$ cat src/rtl/prv_trap_pkg.sv
// prv_trap_pkg
// Shared definitions for the trap controller: exc_req bit positions,
// mcause codes for exceptions and interrupts, the external interrupt
// cause base and the sequencer state type.
package prv_trap_pkg;

    localparam int EXC_W   = 9;
    localparam int CAUSE_W = 5;

    // exc_req bit positions
    localparam int EXC_MAL_INSN   = 0;
    localparam int EXC_FAULT_INSN = 1;
    localparam int EXC_ILLEGAL    = 2;
    localparam int EXC_BREAKPOINT = 3;
    localparam int EXC_MAL_LOAD   = 4;
    localparam int EXC_FAULT_LOAD = 5;
    localparam int EXC_MAL_STORE  = 6;
    localparam int EXC_FAULT_STORE = 7;
    localparam int EXC_ENV_M      = 8;

    // exception cause codes
    localparam logic [CAUSE_W-1:0] CAUSE_MAL_INSN    = 5'd0;
    localparam logic [CAUSE_W-1:0] CAUSE_FAULT_INSN  = 5'd1;
    localparam logic [CAUSE_W-1:0] CAUSE_ILLEGAL     = 5'd2;
    localparam logic [CAUSE_W-1:0] CAUSE_BREAKPOINT  = 5'd3;
    localparam logic [CAUSE_W-1:0] CAUSE_MAL_LOAD    = 5'd4;
    localparam logic [CAUSE_W-1:0] CAUSE_FAULT_LOAD  = 5'd5;
    localparam logic [CAUSE_W-1:0] CAUSE_MAL_STORE   = 5'd6;
    localparam logic [CAUSE_W-1:0] CAUSE_FAULT_STORE = 5'd7;
    localparam logic [CAUSE_W-1:0] CAUSE_ENV_M       = 5'd11;

    // interrupt cause codes
    localparam logic [CAUSE_W-1:0] CAUSE_M_SOFT      = 5'd3;
    localparam logic [CAUSE_W-1:0] CAUSE_M_TIMER     = 5'd7;
    localparam logic [CAUSE_W-1:0] EXT_CAUSE_BASE    = 5'd16;

    typedef enum logic [1:0] {
        ST_IDLE  = 2'd0,
        ST_FLUSH = 2'd1,
        ST_TRAP  = 2'd2,
        ST_RET   = 2'd3
    } trap_state_t;

endpackage

$ cat src/rtl/prv_trap_prio_enc.sv
// prv_trap_prio_enc
// Combinational trap priority encoder. Any exception beats any interrupt.
//   exc_req    [EXC_W-1:0]        exception flags (see prv_trap_pkg bit map)
//   int_elig   [NUM_EXT_INT+1:0]  masked interrupt sources: bit0 timer,
//                                 bit1 soft, bit2+i external channel i
//   mie_global                    global interrupt enable
//   valid                         a trap should be taken
//   is_intr                       the winning trap is an interrupt
//   cause      [CAUSE_W-1:0]      cause code of the winner
module prv_trap_prio_enc
    import prv_trap_pkg::*;
#(
    parameter int NUM_EXT_INT = 4
) (
    input  logic [EXC_W-1:0]       exc_req,
    input  logic [NUM_EXT_INT+1:0] int_elig,
    input  logic                   mie_global,
    output logic                   valid,
    output logic                   is_intr,
    output logic [CAUSE_W-1:0]     cause
);

    logic               int_hit;
    logic [CAUSE_W-1:0] int_cause;
    logic               exc_hit;
    logic [CAUSE_W-1:0] exc_cause;

    // Lowest priority assigned first so higher-priority sources overwrite it;
    // the external loop runs downward so the lowest channel index wins.
    always_comb begin
        int_hit   = 1'b0;
        int_cause = '0;
        if (int_elig[0]) begin
            int_hit   = 1'b1;
            int_cause = CAUSE_M_TIMER;
        end
        if (int_elig[1]) begin
            int_hit   = 1'b1;
            int_cause = CAUSE_M_SOFT;
        end
        for (int i = NUM_EXT_INT - 1; i >= 0; i--) begin
            if (int_elig[i+2]) begin
                int_hit   = 1'b1;
                int_cause = EXT_CAUSE_BASE + CAUSE_W'(i);
            end
        end
    end

    always_comb begin
        exc_hit   = |exc_req;
        exc_cause = '0;
        if (exc_req[EXC_BREAKPOINT])       exc_cause = CAUSE_BREAKPOINT;
        else if (exc_req[EXC_FAULT_INSN])  exc_cause = CAUSE_FAULT_INSN;
        else if (exc_req[EXC_MAL_INSN])    exc_cause = CAUSE_MAL_INSN;
        else if (exc_req[EXC_ILLEGAL])     exc_cause = CAUSE_ILLEGAL;
        else if (exc_req[EXC_ENV_M])       exc_cause = CAUSE_ENV_M;
        else if (exc_req[EXC_MAL_LOAD])    exc_cause = CAUSE_MAL_LOAD;
        else if (exc_req[EXC_FAULT_LOAD])  exc_cause = CAUSE_FAULT_LOAD;
        else if (exc_req[EXC_MAL_STORE])   exc_cause = CAUSE_MAL_STORE;
        else if (exc_req[EXC_FAULT_STORE]) exc_cause = CAUSE_FAULT_STORE;
    end

    assign valid   = exc_hit | (mie_global & int_hit);
    assign is_intr = ~exc_hit & mie_global & int_hit;
    assign cause   = exc_hit ? exc_cause : int_cause;

endmodule

$ cat src/rtl/prv_trap_controller.sv
// prv_trap_controller
// Trap sequencer: prioritises exceptions and interrupts, latches external
// interrupt pending state and walks flush -> redirect + CSR update, or
// performs an mret redirect. All outputs are registered.
//
// Build option: PRV_VECTORED_TRAP_EN enables vectored mtvec mode
// (mtvec[1:0] == 2'b01) for interrupts; without it priv_pc is always base.
//
// Ports:
//   CLK, RST             clock, synchronous active-high reset
//   exc_req, epc, badaddr exception flags, faulting PC and address
//   ret, pipe_clear       mret committed, pipeline drained
//   timer_int, soft_int, ext_int, ext_claim   interrupt sources / claims
//   mie_global, mie_mask  global and per-source enables
//   mtvec, mepc_r         trap base/mode, current mepc
//   flush_req, insert_pc, priv_pc, intr        pipeline control
//   csr_we, mcause_w, mepc_w, mtval_w          CSR write port
//   mie_clr, mie_restore  mstatus MIE/MPIE handling
//   ext_pending           external pending register
//
// state  | meaning
// IDLE   | sampling exc_req / interrupts / ret
// FLUSH  | flush_req high, waiting for pipe_clear
// TRAP   | one cycle: redirect to trap target, write CSRs, clear MIE
// RET    | one cycle: redirect to mepc, restore MIE
module prv_trap_controller
    import prv_trap_pkg::*;
#(
    parameter int XLEN        = 32,
    parameter int NUM_EXT_INT = 4
) (
    input  logic                   CLK,
    input  logic                   RST,
    input  logic [EXC_W-1:0]       exc_req,
    input  logic [XLEN-1:0]        epc,
    input  logic [XLEN-1:0]        badaddr,
    input  logic                   ret,
    input  logic                   pipe_clear,
    input  logic                   timer_int,
    input  logic                   soft_int,
    input  logic [NUM_EXT_INT-1:0] ext_int,
    input  logic [NUM_EXT_INT-1:0] ext_claim,
    input  logic                   mie_global,
    input  logic [NUM_EXT_INT+1:0] mie_mask,
    input  logic [XLEN-1:0]        mtvec,
    input  logic [XLEN-1:0]        mepc_r,
    output logic                   flush_req,
    output logic                   insert_pc,
    output logic [XLEN-1:0]        priv_pc,
    output logic                   intr,
    output logic                   csr_we,
    output logic [XLEN-1:0]        mcause_w,
    output logic [XLEN-1:0]        mepc_w,
    output logic [XLEN-1:0]        mtval_w,
    output logic                   mie_clr,
    output logic                   mie_restore,
    output logic [NUM_EXT_INT-1:0] ext_pending
);

    trap_state_t            state;
    logic [NUM_EXT_INT-1:0] pend_q;
    logic [CAUSE_W-1:0]     cause_q;
    logic                   intr_q;
    logic [XLEN-1:0]        epc_q;
    logic [XLEN-1:0]        mtval_q;

    logic [NUM_EXT_INT+1:0] int_elig;
    logic                   req_valid;
    logic                   req_intr;
    logic [CAUSE_W-1:0]     req_cause;
    logic                   mtval_zero;
    logic [XLEN-1:0]        trap_base;
    logic [XLEN-1:0]        trap_target;

    assign ext_pending = pend_q;
    assign int_elig    = mie_mask & {pend_q, soft_int, timer_int};

    prv_trap_prio_enc #(
        .NUM_EXT_INT (NUM_EXT_INT)
    ) u_prio_enc (
        .exc_req    (exc_req),
        .int_elig   (int_elig),
        .mie_global (mie_global),
        .valid      (req_valid),
        .is_intr    (req_intr),
        .cause      (req_cause)
    );

    // Interrupts and these three exceptions carry no address in mtval.
    assign mtval_zero = req_intr
                      | (req_cause == CAUSE_ILLEGAL)
                      | (req_cause == CAUSE_BREAKPOINT)
                      | (req_cause == CAUSE_ENV_M);

    // Masking (rather than slicing) keeps the mode bits referenced in both builds.
    assign trap_base = mtvec & {{(XLEN-2){1'b1}}, 2'b00};

`ifdef PRV_VECTORED_TRAP_EN
    assign trap_target = (intr_q && (mtvec[1:0] == 2'b01))
                       ? trap_base + XLEN'({cause_q, 2'b00})
                       : trap_base;
`else
    assign trap_target = trap_base;
`endif

    always_ff @(posedge CLK) begin
        if (RST) begin
            state       <= ST_IDLE;
            pend_q      <= '0;
            cause_q     <= '0;
            intr_q      <= 1'b0;
            epc_q       <= '0;
            mtval_q     <= '0;
            flush_req   <= 1'b0;
            insert_pc   <= 1'b0;
            priv_pc     <= '0;
            intr        <= 1'b0;
            csr_we      <= 1'b0;
            mcause_w    <= '0;
            mepc_w      <= '0;
            mtval_w     <= '0;
            mie_clr     <= 1'b0;
            mie_restore <= 1'b0;
        end else begin
            // Set wins over a coincident claim.
            pend_q      <= (pend_q | ext_int) & ~(ext_claim & ~ext_int);
            insert_pc   <= 1'b0;
            csr_we      <= 1'b0;
            mie_clr     <= 1'b0;
            mie_restore <= 1'b0;
            intr        <= 1'b0;
            case (state)
                ST_IDLE: begin
                    if (req_valid) begin
                        state     <= ST_FLUSH;
                        flush_req <= 1'b1;
                        cause_q   <= req_cause;
                        intr_q    <= req_intr;
                        epc_q     <= epc;
                        mtval_q   <= mtval_zero ? '0 : badaddr;
                    end else if (ret) begin
                        state       <= ST_RET;
                        insert_pc   <= 1'b1;
                        mie_restore <= 1'b1;
                        priv_pc     <= mepc_r;
                    end
                end
                ST_FLUSH: begin
                    if (pipe_clear) begin
                        state     <= ST_TRAP;
                        flush_req <= 1'b0;
                        insert_pc <= 1'b1;
                        csr_we    <= 1'b1;
                        mie_clr   <= 1'b1;
                        intr      <= intr_q;
                        priv_pc   <= trap_target;
                        mcause_w  <= {intr_q, {(XLEN-1-CAUSE_W){1'b0}}, cause_q};
                        mepc_w    <= epc_q;
                        mtval_w   <= mtval_q;
                    end
                end
                ST_TRAP: state <= ST_IDLE;
                ST_RET:  state <= ST_IDLE;
                default: state <= ST_IDLE;
            endcase
        end
    end

endmodule
$ cat config.mk
export PLATFORM = sky130hd
export DESIGN_NAME = prv_trap_controller
export DESIGN_NICKNAME = d
export VERILOG_FILES = /design/src/rtl/prv_trap_pkg.sv /design/src/rtl/prv_trap_prio_enc.sv /design/src/rtl/prv_trap_controller.sv
export SDC_FILE = /design/constraint.sdc
export NUM_CORES = 1
export LEC_CHECK = 0
export CORE_MARGIN = 1
export CORE_UTILIZATION = 38
export DETAILED_ROUTE_END_ITERATION = 6
export PLACE_DENSITY = 0.76
export SYNTH_ARGS = -nofsm -noshare
export SYNTH_HDL_FRONTEND = slang
export SYNTH_SLANG_ARGS = --single-unit
$ cat constraint.sdc
create_clock -name CLK -period 2.5 [get_ports CLK]
set_input_delay 0.5 -clock CLK [delete_from_list [all_inputs] [get_ports CLK]]
set_output_delay 0.5 -clock CLK [all_outputs]
set_load 0.05 [all_outputs]
==> results.md <==
- Setup violations remaining at the end of the flow were counted as 0.
- Along the worst path, the maximum fanout reaches 4.
- The final max-slew violation count was 0.
- From synthesis to final layout, the design area changed by 49.9%.
- The initial utilization of the core area, before any placement, comes to 0.388.
- The length of the first detailed-routing pass in iterations is 6.
- Of the total power, registers draw 0.433.
- During synthesis, Yosys emitted a total of 0 warnings.
- The setup slack of the critical path after layout is 0.371 ns.
- The top cell type's share of synthesized area is 0.524.
- In this run the worst hold path is classified as in -> reg.
- Dividing total power by cell area gives a power density of 695 nW/um^2.
- The port buffer count is 267.
- The area of the placeable core is 18,000 um^2.
- The leakage dissipation is 3.85 nW.
- The sequential element share of the synthesized area is 0.524.
- The worst-case IR drop observed on VDD is 0.459 mV.
- The total global routing overflow is 0.
- From left edge to right edge, the die measures 138 um.
- The total number of vias is 6,215.
- The biggest area contributor in the post-synthesis netlist is dfxtp_1.
- The signal on the critical path passes through clkdlybuf4s50_1.
- The instance count of the mapped netlist is 789.
- The share of total power dissipated in the clock network is 0.369.
- The total wire length is 19,000 um.
- The mean instance size in the synthesized netlist is 8.86 um^2.
- The number of cells on the worst reg-to-reg path is 7.
- The global placement routability congestion is 0.813.
- Yosys instantiated no cell more often than nand2_1.
- The pin count of the biggest net entering global routing is 60.
- The kind of start point of the critical path is a flip-flop.
- The number of antenna violations at the first check in global routing was 1.
- Setup total negative slack on the finished layout was measured at 0 ns.
- Setup repair after global routing left no endpoint under its margin.
- The root buffer cell is clkbuf_16.
- At the worst endpoint, the required time is 2.00 ns.
- The net total in the final layout is 1,203.
- In the synthesized netlist, the cells that appear most often are 217 x nand2_1, 183 x dfxtp_1, 115 x a21oi_1.
- The cell with the largest stage delay on the worst path is clkdlybuf4s50_1.
- The share of the cycle needed by the critical path after routing is 0.852.
- The final hold violation count was 0.
- The delay of the slowest cell on the worst path is 0.82 ns.
- In this run the power spent charging and discharging nets is 2.13 mW.
- Data on the critical path arrives at its endpoint at 1.63 ns.
- The final standard cell area without fillers is 10,500 um^2.
- The maximum operating frequency is 470 MHz.
- The layout has 1,610 filler cells.
- In the final layout, the share of cells above drive strength 1 is 0.0974.
- Once layout is complete, the utilization of the core stands at 0.582.
- The max-slew headroom at the worst pin is 0.624.
- After layout, the minimum clock period comes to 2.13 ns.
- The total power consumption of the routed design is 7.29 mW.
- The clock tree skew after final layout is 0.00983 ns.
- After clock tree synthesis, the clock-pin slew on the worst setup and hold paths is 0.07 ns.
- Broken down by cell family, the worst path's largest delay share belongs to buffers and inverters.
- The switching power share of the total is 0.292.
- The die outline area is 19,000 um^2.
- The number of max-cap violations is 0.
- The placed standard-cell area is 9890 um^2.
- The via count of the first global-routing pass came to 5,791.
- The number of buffers and inverters on the critical path is 1.
- The routed wirelength normalized by instance count is 14.7 um.
- For this block, the initial DRC count from the detailed router was 251.
- The all-layer global routing usage is 0.199.
- Counting the buffers created by CTS gives 17.
- The number of hold buffers added after CTS is 0.
- The cell depth of the worst hold path is 2.
- The classification of the worst setup path is reg -> out.
- The clock net in this run drives a total of 183 sinks.
- The post-placement setup slack is 0.0164 ns.
- The type of destination of the critical path is a primary output.
- In this run the vertical extent of the chip is 138 um.
- The post-synthesis sequential element count is 183.
- The H-tree was split into 4 levels.
- Clock latency on the worst-skew pair, taken at its later pin, is 0.42 ns.
- For this run, design rule violations remaining after detail routing come to 0.
- The I/O pin count is 296.
- The slew at the pin with the worst max-slew slack is 0.562 ns.
- The post-cts sizing count is 0.
- Yosys attributes the largest share of cell area to dfxtp_1 52%, nand2_1 12%, a21oi_1 8.2%.
- The flow ran to the end, and the final reports show no timing, DRC or antenna violations.
- The proportion of register bits with asynchronous set or reset after synthesis is 0.
- The first global-routing pass estimated 29,000 um of wire.
- The number of buffers added for setup after CTS is 0.
- The number of distinct library cell variants in the gate-level netlist after synthesis is 41.
- The mapped netlist covers 6990 um^2.
- The cell count along the critical path is 1.
- In this run the deepest clock path goes through 2 buffers.
- The portion of total power attributed to combinational logic is 0.198.
- The number of enable flip-flop cells after synthesis is 0.
- The number of rows created at floorplan is 49.
- The clock tree from TritonCTS is yes.
- The internal cell power is 5.16 mW.
- The flip-flop cell with the highest count after synthesis is dfxtp_1.
- The number of vias per cell is 4.83.
- The number of nets with antenna violations after routing is 0.
- The wire-length estimate of the detail-placed layout is 13,500 um.
-- cells in the final DEF (no fill, tap or decap), types with 2 or more instances in the layout --
cell type        instances
nand3_1                  7
nor2_2                   2
o21ai_0                  5
a211oi_2                30
dfxtp_1                182
a22o_1                  32
nand2_2                  2
inv_1                    6
conb_1                  26
a21oi_1                115
nand4_1                  2
bufinv_16                2
and2_1                   3
clkinvlp_4               3
a222oi_1                 2
inv_8                    2
buf_4                   20
inv_6                    5
mux2i_1                 30
a21o_1                   2
clkbuf_16               17
nor2_1                  46
nor3_1                   3
clkinv_2                 3
nand2_1                216
clkdlybuf4s50_1        266
a311oi_1                 2
buf_12                   7
-- metrics by stage --
step,hold slack [ns],instances
after global placement,0.436,1255
after detailed placement,0.443,1255
after CTS,0.418,1287
after global routing,0.432,1287
after floorplan,0.432,814
final,0.435,1288
-- routing by layer --
metal  track usage  wire length [um]  up-vias
li1              -                 -     3124
met1         0.224              7640     2842
met2         0.335              9040      217
met3        0.0809              1830       32
met4        0.0739               449        0
met5             0                 0        -
-- flip-flops by register name (all words and copies together) (netlist names), 2 cells and up --
| signal | flops |
|---|---|
| epc_q | 32 |
| mtval_q | 32 |
| priv_pc | 32 |
| mcause_w | 6 |
| mtval_w | 32 |
| state | 2 |
| mepc_w | 32 |
| ext_pending | 4 |
| cause_q | 5 |
-- power by group through the flow --
stage | clock network [mW] | logic [mW] | registers, mW
finish | 2.69 | 1.44 | 3.16
global route | 2.87 | 1.55 | 3.18
CTS | 2.76 | 1.46 | 3.16
detailed placement | 0 | 1.46 | 3.22
global placement | 0 | 1.44 | 3.22
floorplan | 0 | 0.628 | 3.49
-- path summary, 6_finish.rpt --
kind | from | to | slack (ns)
worst max register to register | ext_pending[2] | priv_pc[16] | 0.60
worst min-delay path | RST | priv_pc[3] | 0.43
worst min register to register | epc_q[4] | mepc_w[4] | 0.45
worst max-delay path | ext_pending[3] | ext_pending[3] | 0.37
-- logic make-up after synthesis --
logic type | after synthesis | synth area share
and+or+nand+nor | 291 | 0.167
AOI/OAI and AO/OA | 196 | 0.197
DFF | 183 | 0.524
buffers and inverters | 88 | 0.0685
muxes | 30 | 0.0429
other | 1 | 0.000536
-- cell type report --
type                    instances  area [um^2]  share of cell area
diodes                          1         2.50            0.000239
clock buffers                  17          425              0.0406
clock inverters                15          164              0.0156
inverters                       6         22.5             0.00215
multi-input cells             543         2960               0.282
flip-flops and latches        183         3660               0.350
well taps                     229          287              0.0273
repair buffers                294         2960               0.283
Note: power is estimated with default switching activity, not from simulation.
